==> src/rtl/iec_pkg.sv <==
// iec_pkg: shared constants for the IEC bus front end.
// Filter counter width, FILT_LEN range check, default line level, channel map.
package iec_pkg;

  localparam int CNT_W    = 4;
  localparam int FILT_MIN = 1;
  localparam int FILT_MAX = (1 << CNT_W) - 1;

  // Released bus line reads as 1.
  localparam logic RST_BIT = 1'b1;

  localparam int ATN_IDX  = 0;
  localparam int CLK_IDX  = 1;
  localparam int DATA_IDX = 2;

  function automatic bit filt_len_ok(input int n);
    return (n >= FILT_MIN) && (n <= FILT_MAX);
  endfunction

endpackage

==> src/rtl/iec_line_filter.sv <==
// iec_line_filter: one bus line - 2-flop sync, run-length glitch filter,
// edge pulses and sticky edge flag. Optional glitch counter (IEC_GLITCH_CNT_EN).
// Ports: clk32, reset_n, line_i, evt_pol, evt_clr -> line_q, rise_o, fall_o,
// evt_o; glitch_clr -> glitch_cnt[7:0] when IEC_GLITCH_CNT_EN is defined.
module iec_line_filter
  import iec_pkg::*;
#(
  parameter int   FILT_LEN = 2,
  parameter logic RST_VAL  = 1'b1
) (
  input  logic       clk32,
  input  logic       reset_n,
  input  logic       line_i,
  input  logic       evt_pol,
  input  logic       evt_clr,
`ifdef IEC_GLITCH_CNT_EN
  input  logic       glitch_clr,
  output logic [7:0] glitch_cnt,
`endif
  output logic       line_q,
  output logic       rise_o,
  output logic       fall_o,
  output logic       evt_o
);

  localparam logic [CNT_W-1:0] LAST =
    CNT_W'(FILT_LEN - 1);

  logic             s1;
  logic             s2;
  logic [CNT_W-1:0] cnt;
  logic             diff;
  logic             take;

  assign diff = s2 ^ line_q;
  assign take = diff && (cnt == LAST);

  always_ff @(posedge clk32 or negedge reset_n) begin
    if (!reset_n) begin
      s1     <= RST_VAL;
      s2     <= RST_VAL;
      line_q <= RST_VAL;
      cnt    <= '0;
      rise_o <= 1'b0;
      fall_o <= 1'b0;
      evt_o  <= 1'b0;
    end else begin
      s1     <= line_i;
      s2     <= s1;
      rise_o <= take & s2;
      fall_o <= take & ~s2;
      // A set from the selected edge pulse beats a same-cycle clear.
      evt_o  <= (evt_o & ~evt_clr) |
                (evt_pol ? rise_o : fall_o);
      if (!diff || take)
        cnt <= '0;
      else
        cnt <= cnt + 1'b1;
      if (take)
        line_q <= s2;
    end
  end

`ifdef IEC_GLITCH_CNT_EN
  // Count aborted in progress, line_q untouched: a rejected pulse.
  logic rejected;
  assign rejected = ~diff & (cnt != '0);

  always_ff @(posedge clk32 or negedge reset_n) begin
    if (!reset_n)
      glitch_cnt <= '0;
    else if (glitch_clr)
      glitch_cnt <= '0;
    else if (rejected && (glitch_cnt != 8'hFF))
      glitch_cnt <= glitch_cnt + 8'd1;
  end
`endif

endmodule

==> src/rtl/iec_bus_frontend.sv <==
// iec_bus_frontend: phi2 strobe divider, NCH filtered bus lines, ATN auto-ack.
// Ports: clk32, reset_n, run, line_i, evt_pol, evt_clr, atna, data_loc in;
// line_q, rise_o, fall_o, evt_o, phi_r, phi_f, data_pull out.
// IEC_GLITCH_CNT_EN adds glitch_clr in and glitch_cnt[NCH*8-1:0] out.
module iec_bus_frontend
  import iec_pkg::*;
#(
  parameter int             CLK_DIV  = 32,
  parameter int             NCH      = 3,
  parameter int             FILT_LEN = 2,
  parameter int             ATN_CH   = ATN_IDX,
  parameter logic [NCH-1:0] RST_LVL  = {NCH{RST_BIT}}
) (
  input  logic             clk32,
  input  logic             reset_n,
  input  logic             run,
  input  logic [NCH-1:0]   line_i,
  input  logic [NCH-1:0]   evt_pol,
  input  logic [NCH-1:0]   evt_clr,
  input  logic             atna,
  input  logic             data_loc,
`ifdef IEC_GLITCH_CNT_EN
  input  logic             glitch_clr,
  output logic [NCH*8-1:0] glitch_cnt,
`endif
  output logic [NCH-1:0]   line_q,
  output logic [NCH-1:0]   rise_o,
  output logic [NCH-1:0]   fall_o,
  output logic [NCH-1:0]   evt_o,
  output logic             phi_r,
  output logic             phi_f,
  output logic             data_pull
);

  localparam int DIV_W = $clog2(CLK_DIV);
  localparam logic [DIV_W-1:0] DIV_LAST =
    DIV_W'(CLK_DIV - 1);
  localparam logic [DIV_W-1:0] DIV_HALF =
    DIV_W'(CLK_DIV / 2);

  if (!filt_len_ok(FILT_LEN) || CLK_DIV < 4 ||
      (CLK_DIV % 2) != 0 || NCH < 1 ||
      ATN_CH < 0 || ATN_CH >= NCH) begin : g_bad_cfg
    $error("iec_bus_frontend: illegal parameters");
  end

  logic [DIV_W-1:0] div;

  always_ff @(posedge clk32 or negedge reset_n) begin
    if (!reset_n) begin
      div       <= '0;
      phi_r     <= 1'b0;
      phi_f     <= 1'b0;
      data_pull <= 1'b0;
    end else begin
      phi_r <= run && (div == '0);
      phi_f <= run && (div == DIV_HALF);
      if (run)
        div <= (div == DIV_LAST) ? '0 : div + 1'b1;
      // Pull DATA while ATN level disagrees with the VIA ack bit.
      data_pull <= data_loc |
                   (atna ^ ~line_q[ATN_CH]);
    end
  end

  for (genvar g = 0; g < NCH; g++) begin : g_line
    iec_line_filter #(
      .FILT_LEN (FILT_LEN),
      .RST_VAL  (RST_LVL[g])
    ) u_filt (
      .clk32      (clk32),
      .reset_n    (reset_n),
      .line_i     (line_i[g]),
      .evt_pol    (evt_pol[g]),
      .evt_clr    (evt_clr[g]),
`ifdef IEC_GLITCH_CNT_EN
      .glitch_clr (glitch_clr),
      .glitch_cnt (glitch_cnt[8*g +: 8]),
`endif
      .line_q     (line_q[g]),
      .rise_o     (rise_o[g]),
      .fall_o     (fall_o[g]),
      .evt_o      (evt_o[g])
    );
  end

endmodule

==> config.mk <==
export PLATFORM = sky130hd
export DESIGN_NAME = iec_bus_frontend
export DESIGN_NICKNAME = d
export VERILOG_FILES = /design/src/rtl/iec_pkg.sv /design/src/rtl/iec_line_filter.sv /design/src/rtl/iec_bus_frontend.sv
export SDC_FILE = /design/constraint.sdc
export NUM_CORES = 1
export LEC_CHECK = 0
export BUFFER_PORTS_ARGS = -buffer_cell sky130_fd_sc_hd__buf_4
export CAP_MARGIN = 30
export CORE_MARGIN = 2
export CORE_UTILIZATION = 50
export DETAILED_ROUTE_END_ITERATION = 16
export PLACE_DENSITY_LB_ADDON = 0.3
export SETUP_SLACK_MARGIN = 0.2
export SYNTH_ARGS = -nofsm -noshare
export SYNTH_HDL_FRONTEND = slang
export SYNTH_HIERARCHICAL = 1
export SYNTH_SLANG_ARGS = --single-unit
export TNS_END_PERCENT = 1
==> constraint.sdc <==
create_clock -name clk32 -period 2 [get_ports clk32]
set_input_delay 0.2 -clock clk32 [delete_from_list [all_inputs] [get_ports clk32]]
set_output_delay 0.2 -clock clk32 [all_outputs]
set_load 0.01 [all_outputs]
==> impl_results.md <==
* GRT Residual Overflow at 0
* Syn nets at ~150
* Share of cells above drive strength 1 at 0.3457
* CP Capture Type: flip-flop
* CTS Hold Bufs at 4
* Die width at 60.58 µm
* Startpoint types: flip-flop
* Routed Antenna Nets at 0
* VDD IR-drop max at between 0.0006 and 0.0007 V
* Unrepaired setup endpoints after global routing: no
* Met1 usage at 0.1779
* Met3 usage at 0.06610
* Post-layout min period at 1.469 ns
* Core area at between 3000 and 4000 µm²
* Slowest stage cell, crit path: dfrtp_1
* Synth Cell Area at 1600 µm²
* Max-cap violations at 0
* CTS HTree Levels at 2
* Sink Count at 38
* Clock transition at the registers of the reported paths at 0.11 ns
* Most frequent CP cell: ha_1
* Hold crit path type: in2reg
* Clock buffer depth at 2
* Global route hottest layer: met2
* Worst-path fanout max at 4
* Cell taking the most area after synthesis: dfrtp_1
* Die ar. at 3669 µm²
* Final setup viols at 0
* R2R Path End: div[4]$_DFFE_PN0P_
* Synth Area per Inst at between 10 and 15 µm²
* GPL Wtd Cong at around 0.73
* Synth Flop Type: dfrtp_1
* Worst EP arrival at 1.69 ns
* DR iter-0 viols at 30
* Die Ht at 60.58 µm
* WS Path Type: reg2reg
* Pin count of the biggest net entering global routing at 39
* Worst Hold End: g_line[0].u_filt/evt_o$_DFF_PN0_
* Number of gates resized after CTS at 0
* R2R Setup Slk at roughly 0.53 ns
* Vias in the first global route at 980
* PD cells at about 1200 nW/µm²
* LEAKAGE at 0.9734 nW
* Clock share of power at 0.153
* Diode count at 0
* Fmax at ~0.68 GHz
* # IOs at 29
* Top-count cell post-synth: dfrtp_1
* R2R cell count at 4
* Worst rel slew slack at 0.6940
* Vias per inst at 4.864
* Internal power at between 1.5 and 2 mW
* Top cells by area, synth: dfrtp_1 (45%), dfstp_2 (15%), ha_1 (7.0%)
* Drt pass-1 iters at 4
* Row Count at 20
* WL/cell at around 12 µm
* Synth cell count leaders: dfrtp_1 (29), nor2_1 (13), inv_1 (10), dfstp_2 (9), ha_1 (9)
* EDFF count, synth at 0
* Final hold viol count at 0
* Initial Utilization at 0.5242
* Final slew viol count at 0
* Hold_sp: evt_clr[0]
* Initial antenna violation count at 0
* Final WL at between 2 and 3 mm
* DP HPWL at ~1.8 mm
* Insertion delay of the later-clocked pin in the worst-skew pair at about 0.33 ns
* Yosys top cell area share at 0.4535
* Cell Chain, Critical Path: ha_1 > and3_1 > ha_1 > mux2_2
* Psw at 0.7722 mW
* Flop pwr share at 0.501
* Final total power at approximately 2.3 mW
* Total CTS buffers at 5
* Data required time of the critical path at roughly 2.2 ns
* Post-route clock period utilization at 0.7345
* Final net count at 185
* Critical R2R Launch: div[0]$_DFFE_PN0P_
* Worst Skew at between 0.007 and 0.008 ns
* Synth warn at 6
* Area grow syn2layout at 21.34%
* Fill cells at 261
* CP peak stage delay at about 0.42 ns
* FF+latch count, synth at 38
* M2 GR Usage at 0.2596
* Asr flop ratio synth at 1.000
* Sequential area share after synthesis at 0.6013
* GRT Overall Usage at 0.1590
* Worst setup margin at 0.5309 ns
* Sw frac at 0.3298
* Fin area at just under 2000 µm²
* Hold Path Depth at 2
* Area after DPL at 1854 µm²
* Clock Tree Root: clkbuf_4
* Global-route wire length before repair at between 4 and 5 mm
* Slew @ Worst Pin at between 0.4 and 0.5 ns
* Sum of negative setup slack at 0 ns
* Cell variety after synth at 27
* Port Buf Inserts at 28
* DR vias at roughly 1,000
* Pre-CTS setup slack at ~0.54 ns
* Status: complete, no violations
* CTS tree: done
* Combinational fraction of design power at 0.346
* Post-CTS Setup Bufs at 0
* DRC Markers at 0
* Cells after synthesis at 124
-- sequential cells by signal (all words and copies together) (netlist names), 3 cells and up --
name,cells
g_line.u_filt/cnt,12
div,5
g_line.u_filt/evt_o,3
g_line.u_filt/fall_o,3
g_line.u_filt/line_q,3
g_line.u_filt/rise_o,3
g_line.u_filt/s1,3
g_line.u_filt/s2,3
-- kinds of logic (layout without fill, tap and decap cells) --
family / count (synthesis) / count (layout) / share of synthesized area
AO/OA/AOI/OAI: 8 / 8 / 0.03049
XOR/XNOR: 9 / 9 / 0.04926
adder cells (fa/ha/maj): 9 / 9 / 0.07037
buffers and inverters: 11 / 49 / 0.03049
flip-flops: 38 / 38 / 0.6013
multiplexers: 9 / 9 / 0.06959
AND/OR/NAND/NOR: 40 / 40 / 0.1486
-- layout by cell type (no fill, tap or decap), types with 5 or more instances in the layout --
master / n
buf_4: 28
clkbuf_4: 5
dfrtp_1: 29
dfstp_2: 9
ha_1: 9
inv_1: 10
nor2_1: 13
nor3b_1: 6
o21ai_0: 5
xor2_1: 6
-- power by group through the flow --
stage | clock (mW) | sequential, mW | combinational [mW]
6_report | 0.357 | 1.17 | 0.811
2_1_floorplan | 0 | 1.19 | 0.514
4_1_cts | 0.377 | 1.18 | 0.822
3_5_place_dp | 0 | 1.19 | 0.810
5_1_grt | 0.417 | 1.20 | 0.908
3_3_place_gp | 0 | 1.17 | 0.768
-- worst max-delay path: cells and delay by family (launching register included) --
family / cells / cell delay (ns)
fa+ha+maj: 2 / 0.51
flops: 1 / 0.42
mux: 1 / 0.26
simple gates: 1 / 0.19
-- metrics by stage --
stage	hold WS [ns]	cells	util
floorplan	-0.09559	124	-
detailed placement	0.1897	195	0.6074
CTS	0.02372	206	0.6361
global route	0.02962	206	0.6361
finish	0.03122	206	0.6361
global placement	0.1813	195	0.6074
-- cell type report --
class | count | area, µm² | area share
clock buffer | 5 | 37.54 | 0.01933
clock inverter | 2 | 10.01 | 0.005155
timing repair buffer | 32 | 250.2 | 0.1289
inverter | 10 | 37.54 | 0.01933
sequential | 38 | 962.2 | 0.4955
tap | 44 | 55.05 | 0.02835
multi-input combinational | 75 | 589.3 | 0.3035
-- worst max path at each step --
stage | startpoint | endpoint | slack (ns) | cells after the start
global placement | div[0]$_DFFE_PN0P_ | div[4]$_DFFE_PN0P_ | 0.57 | 4
floorplan | div[0]$_DFFE_PN0P_ | div[4]$_DFFE_PN0P_ | 0.58 | 4
global route | div[0]$_DFFE_PN0P_ | div[4]$_DFFE_PN0P_ | 0.47 | 4
CTS | div[0]$_DFFE_PN0P_ | div[4]$_DFFE_PN0P_ | 0.53 | 4
finish | div[0]$_DFFE_PN0P_ | div[4]$_DFFE_PN0P_ | 0.53 | 4
detailed placement | div[0]$_DFFE_PN0P_ | div[4]$_DFFE_PN0P_ | 0.54 | 4
-- routing by layer --
metal  routed length [µm]  up-vias
li1                     -      486
met3                  150        9
met2                 1201       29
met5                    0        -
met1                 1088      478
met4                   66        0
Power figures use the tool's default switching activity.
